$ cat config.mk
export PLATFORM = sky130hd
export DESIGN_NAME = pulse_period_meter
export DESIGN_NICKNAME = d
export VERILOG_FILES = /design/src/rtl/board_pkg.sv /design/src/rtl/sync_rise_detect.sv /design/src/rtl/pulse_period_meter.sv
export SDC_FILE = /design/constraint.sdc
export NUM_CORES = 1
export LEC_CHECK = 0
export CAP_MARGIN = 20
export CORE_ASPECT_RATIO = 0.8
export CORE_MARGIN = 8
export CORE_UTILIZATION = 50
export CTS_CLUSTER_DIAMETER = 50
export DETAILED_ROUTE_END_ITERATION = 12
export PLACE_DENSITY = 0.73
export SLEW_MARGIN = 20
export SYNTH_ARGS = -nofsm -noshare
export SYNTH_HDL_FRONTEND = slang
export SYNTH_SLANG_ARGS = --single-unit
$ cat constraint.sdc
create_clock -name clk -period 3.54 [get_ports clk]
set_input_delay 0.885 -clock clk [delete_from_list [all_inputs] [get_ports clk]]
set_output_delay 0.885 -clock clk [all_outputs]
set_load 0.02 [all_outputs]
$ cat src/rtl/board_pkg.sv
// Shared board-side definitions for the pulse period meter and its helpers.
//   meter_state_t : measurement FSM states (IDLE waits for an arming edge,
//                   MEASURE counts cycles between edges)
//   SYNC_DEPTH    : number of flops in the input synchronizer chain
package board_pkg;

    typedef enum logic [0:0] {
        IDLE    = 1'b0,
        MEASURE = 1'b1
    } meter_state_t;

    localparam int SYNC_DEPTH = 2;

endpackage

$ cat src/rtl/sync_rise_detect.sv
// Synchronizes an asynchronous level into the clk domain and flags its
// rising edges. This block is also usable for board buttons.
// Ports:
//   clk   : system clock, rising edge
//   rst_n : synchronous active-low reset; clears every flop to 0
//   din   : asynchronous input level
//   rise  : high for one cycle when the synchronized level goes 0 -> 1
module sync_rise_detect
    import board_pkg::*;
(
    input  logic clk,
    input  logic rst_n,
    input  logic din,
    output logic rise
);

    // sync_r[0] is the first (metastability-catching) stage, the MSB is the
    // last synchronizer stage; dly_r holds the previous synchronized sample.
    logic [SYNC_DEPTH-1:0] sync_r;
    logic                  dly_r;

    // Synchronizer chain plus one delay flop for edge detection.
    always_ff @(posedge clk) begin
        if (!rst_n) begin
            sync_r <= {SYNC_DEPTH{1'b0}};
            dly_r  <= 1'b0;
        end else begin
            sync_r <= {sync_r[SYNC_DEPTH-2:0], din};
            dly_r  <= sync_r[SYNC_DEPTH-1];
        end
    end

    assign rise = sync_r[SYNC_DEPTH-1] & ~dly_r;

endmodule

$ cat src/rtl/pulse_period_meter.sv
// Measures the number of clk cycles between consecutive rising edges of a
// slow pulse input and reports it with a one-cycle valid strobe.
// Ports:
//   clk          : system clock, rising edge
//   rst_n        : synchronous active-low reset
//   en           : measurement enable; low forces IDLE
//   pulse_in     : asynchronous pulse being measured
//   period       : last valid measured period in cycles (held between updates)
//   period_valid : one-cycle strobe, period updated this cycle
//   timeout      : one-cycle strobe, counter saturated with no edge
//   overflow     : sticky, set with timeout, cleared by next period_valid
//   busy         : high while measuring
module pulse_period_meter
    import board_pkg::*;
#(
    parameter int CNT_W = 24
) (
    input  logic             clk,
    input  logic             rst_n,
    input  logic             en,
    input  logic             pulse_in,
    output logic [CNT_W-1:0] period,
    output logic             period_valid,
    output logic             timeout,
    output logic             overflow,
    output logic             busy
);

    localparam logic [CNT_W-1:0] CNT_ZERO = {CNT_W{1'b0}};
    localparam logic [CNT_W-1:0] CNT_ONE  = {{(CNT_W-1){1'b0}}, 1'b1};
    localparam logic [CNT_W-1:0] CNT_MAX  = {CNT_W{1'b1}};

    logic             rise_s;

    meter_state_t     state_r;
    meter_state_t     state_s;
    logic [CNT_W-1:0] cnt_r;
    logic [CNT_W-1:0] cnt_s;
    logic [CNT_W-1:0] period_r;
    logic [CNT_W-1:0] period_s;
    logic             valid_r;
    logic             valid_s;
    logic             timeout_r;
    logic             timeout_s;
    logic             overflow_r;
    logic             overflow_s;
    logic             busy_r;

    sync_rise_detect u_sync (
        .clk   (clk),
        .rst_n (rst_n),
        .din   (pulse_in),
        .rise  (rise_s)
    );

    // Next-state, counter and output-register decode for the measurement FSM.
    always_comb begin
        state_s    = state_r;
        cnt_s      = cnt_r;
        period_s   = period_r;
        valid_s    = 1'b0;
        timeout_s  = 1'b0;
        overflow_s = overflow_r;

        if (!en) begin
            // Counter is left as-is; it is reloaded on the next arming edge.
            state_s = IDLE;
        end else begin
            case (state_r)
                IDLE: begin
                    // First edge only arms; there is no start reference yet.
                    if (rise_s) begin
                        state_s = MEASURE;
                        cnt_s   = CNT_ONE;
                    end else begin
                        state_s = IDLE;
                    end
                end
                MEASURE: begin
                    // An edge on the saturation cycle is still a valid period.
                    if (rise_s) begin
                        period_s   = cnt_r;
                        valid_s    = 1'b1;
                        overflow_s = 1'b0;
                        cnt_s      = CNT_ONE;
                    end else if (cnt_r == CNT_MAX) begin
                        timeout_s  = 1'b1;
                        overflow_s = 1'b1;
                        state_s    = IDLE;
                    end else begin
                        cnt_s = cnt_r + CNT_ONE;
                    end
                end
                default: begin
                    state_s = IDLE;
                end
            endcase
        end
    end

    // State, counter and registered outputs.
    always_ff @(posedge clk) begin
        if (!rst_n) begin
            state_r    <= IDLE;
            cnt_r      <= CNT_ZERO;
            period_r   <= CNT_ZERO;
            valid_r    <= 1'b0;
            timeout_r  <= 1'b0;
            overflow_r <= 1'b0;
            busy_r     <= 1'b0;
        end else begin
            state_r    <= state_s;
            cnt_r      <= cnt_s;
            period_r   <= period_s;
            valid_r    <= valid_s;
            timeout_r  <= timeout_s;
            overflow_r <= overflow_s;
            busy_r     <= (state_s == MEASURE);
        end
    end

    assign period       = period_r;
    assign period_valid = valid_r;
    assign timeout      = timeout_r;
    assign overflow     = overflow_r;
    assign busy         = busy_r;

endmodule
==> flow_summary_export.csv, run 1 <==
group,metric,value,unit
outcome,status,"completed",
finish,final_common_cell,"nand2_1",
setup_path,criticalPathCategory,"in -> reg",
finish,layout-drive-gt1-share,7.49,%
setup_path,cp_max_fo,7,
yosys,syn-num-nets,311,
job,maxCapViolCount,0,
power_and_ir_drop,power.density,349,mW/mm^2
yosys,synthDominantCellAreaShare,44.5,%
yosys,synth_flop_cell,"dfxtp_1",
yosys,ys_seq_area_share,44.5,%
placed_design,placed_cell_area,0.00283,sq mm
finish,syn_to_final_growth,18.2,%
floorplan,core_area,0.00489,sq mm
setup_path,crit_required,3.79,ns
yosys,ys_async_sr_fraction,0,%
clock_network,clock-sinks,55,
finish,stdcell_area,0.00292,sq mm
setup_path,start_kind,"primary input",
global_route,grt_pass1_wl,10500,um
global_route,grt_pass1_vias,2041,
yosys,yosysWarningCount,0,
route,drt-pass1-iter-count,6,
yosys,synth_area_leaders,"dfxtp_1, nand2_1, a21oi_1",
sta,hold_slack,0.444,ns
sta,setup_violations,0,
yosys,synth.avg_cell_area,8.08,sq um
yosys,synth_cell_types,47,
clock_network,cts_hold_buffers,0,
sta,max_slew.worst_pin.slew,0.750,ns
route,ant_nets,0,
clock_network,root_buffer,"clkbuf_8",
setup_path,cp-end-kind,"register",
floorplan,chipHeight,78.9,um
placed_design,port_buffers,31,
yosys,syn_area,0.00247,sq mm
floorplan,initial_core_util,50.5,%
floorplan,io_pins,32,
finish,layout_common_cells,"nand2_1, dfxtp_1, a21oi_1, clkdlybuf4s50_1, nor2_1",
min_path,hold_class,"reg -> reg",
route,via_per_inst,5.92,
route,wl,6420,um
finish,antenna_cells,0,
sta,final_max_slew_viol_count,0,
sta,fin_skew,0.0119,ns
finish,nNetsFinal,338,
route,wl_per_cell,16.2,um
clock_network,worstSkewPairLatency,0.32,ns
sta,fin_setup_tns,0,ns
yosys,synth_seq_cells,55,
global_route,grt_start_max_net_pins,27,
power_and_ir_drop,ir_worst_vdd,245,uV
yosys,syn_inst,306,
power_and_ir_drop,p_total,1.02,mW
finish,final_cells,396,
sta,max_freq,395,MHz
clock_network,post-cts-setup-buffers,0,
global_route,track_usage,17.6,%
clock_network,cts_resized,0,
route,vias,2344,
placed_design,dp_cells,388,
clock_network,htreeDepth,2,
clock_network,cts_tree,"built",
clock_network,numCtsBuffers,5,
floorplan,dieArea,0.00747,sq mm
yosys,yosysTopAreaCell,"dfxtp_1",
global_route,antenna_found_initial,0,
yosys,synth_edf_count,0,
sta,finalCritPeriodShare,71.5,%
sta,hold_violations,0,
setup_path,cp_data_arrival_time,2.78,ns
global_route,overflow,0,
sta,min_period,2.53,ns
placed_design,hpwl,4400,um
placed_design,place.gp.congestion,0.954,
power_and_ir_drop,p_leak,0.946,nW
sta,slew-limit-headroom,49.6,%
route,drcViolationCount,0,
sta,rsz0062_at_grt,"no",
clock_network,path_clk_slew,0.09,ns
clock_network,clk_path_buf_depth,2,
route,drt_first_iter_violations,180,
floorplan,num_rows,23,
floorplan,die_w,94.6,um
finish,fillers,479,
==> worst paths after layout <==
path                                  startpoint                to  slack [ns]  depth (start not counted)
worst max-delay path                          en         cnt_r[16]        1.01                          6
worst min-delay path            u_sync.sync_r[0]  u_sync.sync_r[1]        0.44                          1
worst max register to register          cnt_r[0]          cnt_r[7]        1.09                          6
worst min register to register  u_sync.sync_r[0]  u_sync.sync_r[1]        0.44                          1
==> power breakdown <==
group | total [mW] | switching, mW | internal, mW
Clock | 0.363 | 0.203 | 0.161
Combinational | 0.0339 | 0.0233 | 0.0107
Sequential | 0.622 | 0.00203 | 0.620
Total | 1.02 | 0.228 | 0.792
==> cell type report <==
class	instances	area (sq um)	area share, %
Inverter	4	15.0	0.514
Clock buffer	7	86.3	2.96
Timing Repair Buffer	37	355	12.2
Tap cell	62	77.6	2.66
Sequential cell	55	1100	37.7
Clock inverter	1	8.76	0.300
Multi-Input combinational cell	230	1280	43.7
==> cell usage after synthesis, drive strengths merged (2+ instances only) <==
cell     n
o31ai    6
nand3   12
a31oi    7
nor4     2
clkbuf  11
nand2b   2
a21oi   37
and3     7
and2     7
nand4   12
buf      6
nor2    21
nor3     9
o211ai   8
nand2   65
dfxtp   55
o21ai   11
a21o     2
inv      3
or3b     2
a31o     3
==> layer usage <==
metal	track usage, %	vias to the layer above	routed length, um
li1	-	1147	-
met1	24.2	1097	3040
met2	25.2	91	2720
met3	5.93	9	572
met4	5.75	0	82
met5	0	-	0
==> cell families after synthesis <==
kind of cell,synth area share [%]
multiplexers,0.405
AND/OR/NAND/NOR,29.9
AO/OA/AOI/OAI,20.9
buffers and inverters,3.80
flip-flops,44.5
adder cells (fa/ha/maj),0.506
==> metrics by stage <==
step,worst slack [ns],util [%]
floorplan,1.29,-
global placement,0.758,57.8
detailed placement,0.698,57.8
CTS,1.04,59.7
global route,0.881,59.7
finish,1.01,59.7
==> state kept, by name, indices dropped and copies added, names as in the netlist <==
name / flops
period_valid: 1
busy: 1
timeout: 1
overflow: 1
period: 24
u_sync.dly_r: 1
u_sync.sync_r: 2
cnt_r: 24
==> worst max-delay path, stage by stage <==
cell	delay [ns]
clkdlybuf4s50_1	0.59
nand2_1	0.17
nor2_4	0.18
a21boi_1	0.42
or3b_1	0.39
a21oi_1	0.14
Note: power is estimated with default switching activity, not from simulation.
==> run 2, diff against run 1 <==
==> constraint.sdc (replaced) <==
create_clock -name clk -period 2.4 [get_ports clk]
set_input_delay 0.6 -clock clk [delete_from_list [all_inputs] [get_ports clk]]
set_output_delay 0.6 -clock clk [all_outputs]
set_load 0.02 [all_outputs]
==> flow_summary_export.csv, run 2 (synthesis gave the netlist of run 1 again) <==
group,metric,value,unit
route,drt-pass1-iter-count,5,
sta,max_slew.worst_pin.slew,0.740,ns
sta,hold_slack,0.443,ns
global_route,antenna_found_initial,0,
route,via_per_inst,5.79,
sta,rsz0062_at_grt,"no",
finish,nNetsFinal,356,
placed_design,place.gp.congestion,0.894,
setup_path,crit_path_max_incr_delay,0.68,ns
placed_design,port_buffers,31,
sta,fin_skew,0.0113,ns
setup_path,cp_num_buf_inv,1,
sta,hold_violations,0,
global_route,grt_start_max_net_pins,37,
setup_path,cp_data_arrival_time,1.53,ns
clock_network,root_buffer,"clkbuf_8",
sta,max_freq,470,MHz
setup_path,cp-end-kind,"output port",
setup_path,crit_required,1.80,ns
floorplan,initial_core_util,50.5,%
global_route,grt_pass1_vias,2184,
setup_path,start_kind,"register",
power_and_ir_drop,power.density,523,mW/mm^2
setup_path,cp_cell_sequence,"clkdlybuf4s50_1",
clock_network,worstSkewPairLatency,0.32,ns
clock_network,clock-sinks,55,
sta,final_max_slew_viol_count,0,
clock_network,numCtsBuffers,5,
placed_design,hpwl,4640,um
sta,finalCritPeriodShare,88.7,%
route,wl_per_cell,15.6,um
setup_path,crit_slowest_cell,"clkdlybuf4s50_1",
power_and_ir_drop,p_total,1.61,mW
job,maxCapViolCount,0,
power_and_ir_drop,internal_power,1.25,mW
floorplan,io_pins,32,
setup_path,cp_max_fo,10,
power_and_ir_drop,combPwrFrac,3.6,%
sta,setup_violations,0,
sta,setup_ws,0.272,ns
clock_network,cts_tree,"built",
finish,layout-drive-gt1-share,12.5,%
power_and_ir_drop,ir_worst_vdd,369,uV
floorplan,core_area,0.00489,sq mm
finish,syn_to_final_growth,24.4,%
global_route,grt_pass1_wl,11000,um
setup_path,criticalPathCategory,"reg -> out",
clock_network,cts_resized,0,
global_route,overflow,0,
power_and_ir_drop,clock_power_share,39.4,%
route,vias,2395,
route,drt_first_iter_violations,175,
setup_path,crit-reg2reg-launch,"cnt_r[1]",
clock_network,path_clk_slew,0.09,ns
route,ant_nets,0,
finish,layout_common_cells,"nand2_1, dfxtp_1, a21oi_1, clkdlybuf4s50_1, buf_4",
floorplan,dieArea,0.00747,sq mm
sta,slew-limit-headroom,50.3,%
sta,fin_setup_tns,0,ns
floorplan,chipHeight,78.9,um
route,wl,6450,um
clock_network,htreeDepth,2,
sta,min_period,2.13,ns
min_path,hold_class,"reg -> reg",
placed_design,pre_cts_slack,0.192,ns
min_path,worstHoldStart,"u_sync.sync_r[0]",
power_and_ir_drop,power_frac_seq,57.0,%
setup_path,cpLargestDelayFamily,"buffers and inverters",
finish,final_common_cell,"nand2_1",
setup_path,startpoint,"busy",
power_and_ir_drop,p_sw,357,uW
clock_network,post-cts-setup-buffers,0,
global_route,track_usage,18.2,%
floorplan,num_rows,23,
power_and_ir_drop,p_leak,1.04,nW
floorplan,die_w,94.6,um
power_and_ir_drop,p_sw_share,22.2,%
outcome,status,"completed",
finish,antenna_cells,0,
clock_network,clk_path_buf_depth,2,
clock_network,cts_hold_buffers,0,
route,drcViolationCount,0,
[run 2: metal layers]
layer | vias to the layer above | share of wire (%) | global-route usage [%]
li1 | 1185 | - | -
met1 | 1115 | 48 | 25.6
met2 | 88 | 43 | 26.8
met3 | 7 | 8.2 | 4.05
met4 | 0 | 1.1 | 5.60
met5 | - | 0 | 0
[run 2: path summary, 6_finish.rpt]
| path | slack [ns] | depth (start not counted) | endpoint |
|---|---|---|---|
| max | 0.27 | 1 | busy |
| min | 0.44 | 1 | u_sync.sync_r[1] |
| max reg2reg | 0.34 | 7 | cnt_r[10] |
| min reg2reg | 0.44 | 1 | u_sync.sync_r[1] |
[run 2: power groups by stage]
stage / sequential, mW / combinational [mW] / clock [mW]
3_5_place_dp: 0.939 / 0.0580 / 0
6_report: 0.917 / 0.0578 / 0.634
3_3_place_gp: 0.938 / 0.0573 / 0
2_1_floorplan: 0.938 / 0.0347 / 0
4_1_cts: 0.917 / 0.0584 / 0.646
5_1_grt: 0.918 / 0.0631 / 0.687
[run 2: area by class of cell]
cell class,instances,area (sq um)
tap,62,77.6
clock buffer,5,68.8
timing repair buffer,55,490
inverter,4,15.0
multi-input combinational,230,1280
fill,461,1820
clock inverter,3,46.3
sequential,55,1100
[run 2: stage by stage]
stage               area [sq um]  utilization, %  std cells
detailed placement          2960            60.5        406
global route                3080            62.9        414
global placement            2960            60.5        406
finish                      3080            62.9        414
floorplan                   2470               -        306
CTS                         3080            62.9        414
==> run 3, diff against run 2 <==
--- a/config.mk
+++ b/config.mk
@@ -12,7 +12,8 @@
 export CTS_CLUSTER_DIAMETER = 50
 export DETAILED_ROUTE_END_ITERATION = 12
 export PLACE_DENSITY = 0.73
-export SLEW_MARGIN = 20
+export SLEW_MARGIN = 40
 export SYNTH_ARGS = -nofsm -noshare
 export SYNTH_HDL_FRONTEND = slang
 export SYNTH_SLANG_ARGS = --single-unit
+export TNS_END_PERCENT = 5
==> results of run 3 <==
The final DEF is identical to that of run 2; final timing and power are the same.
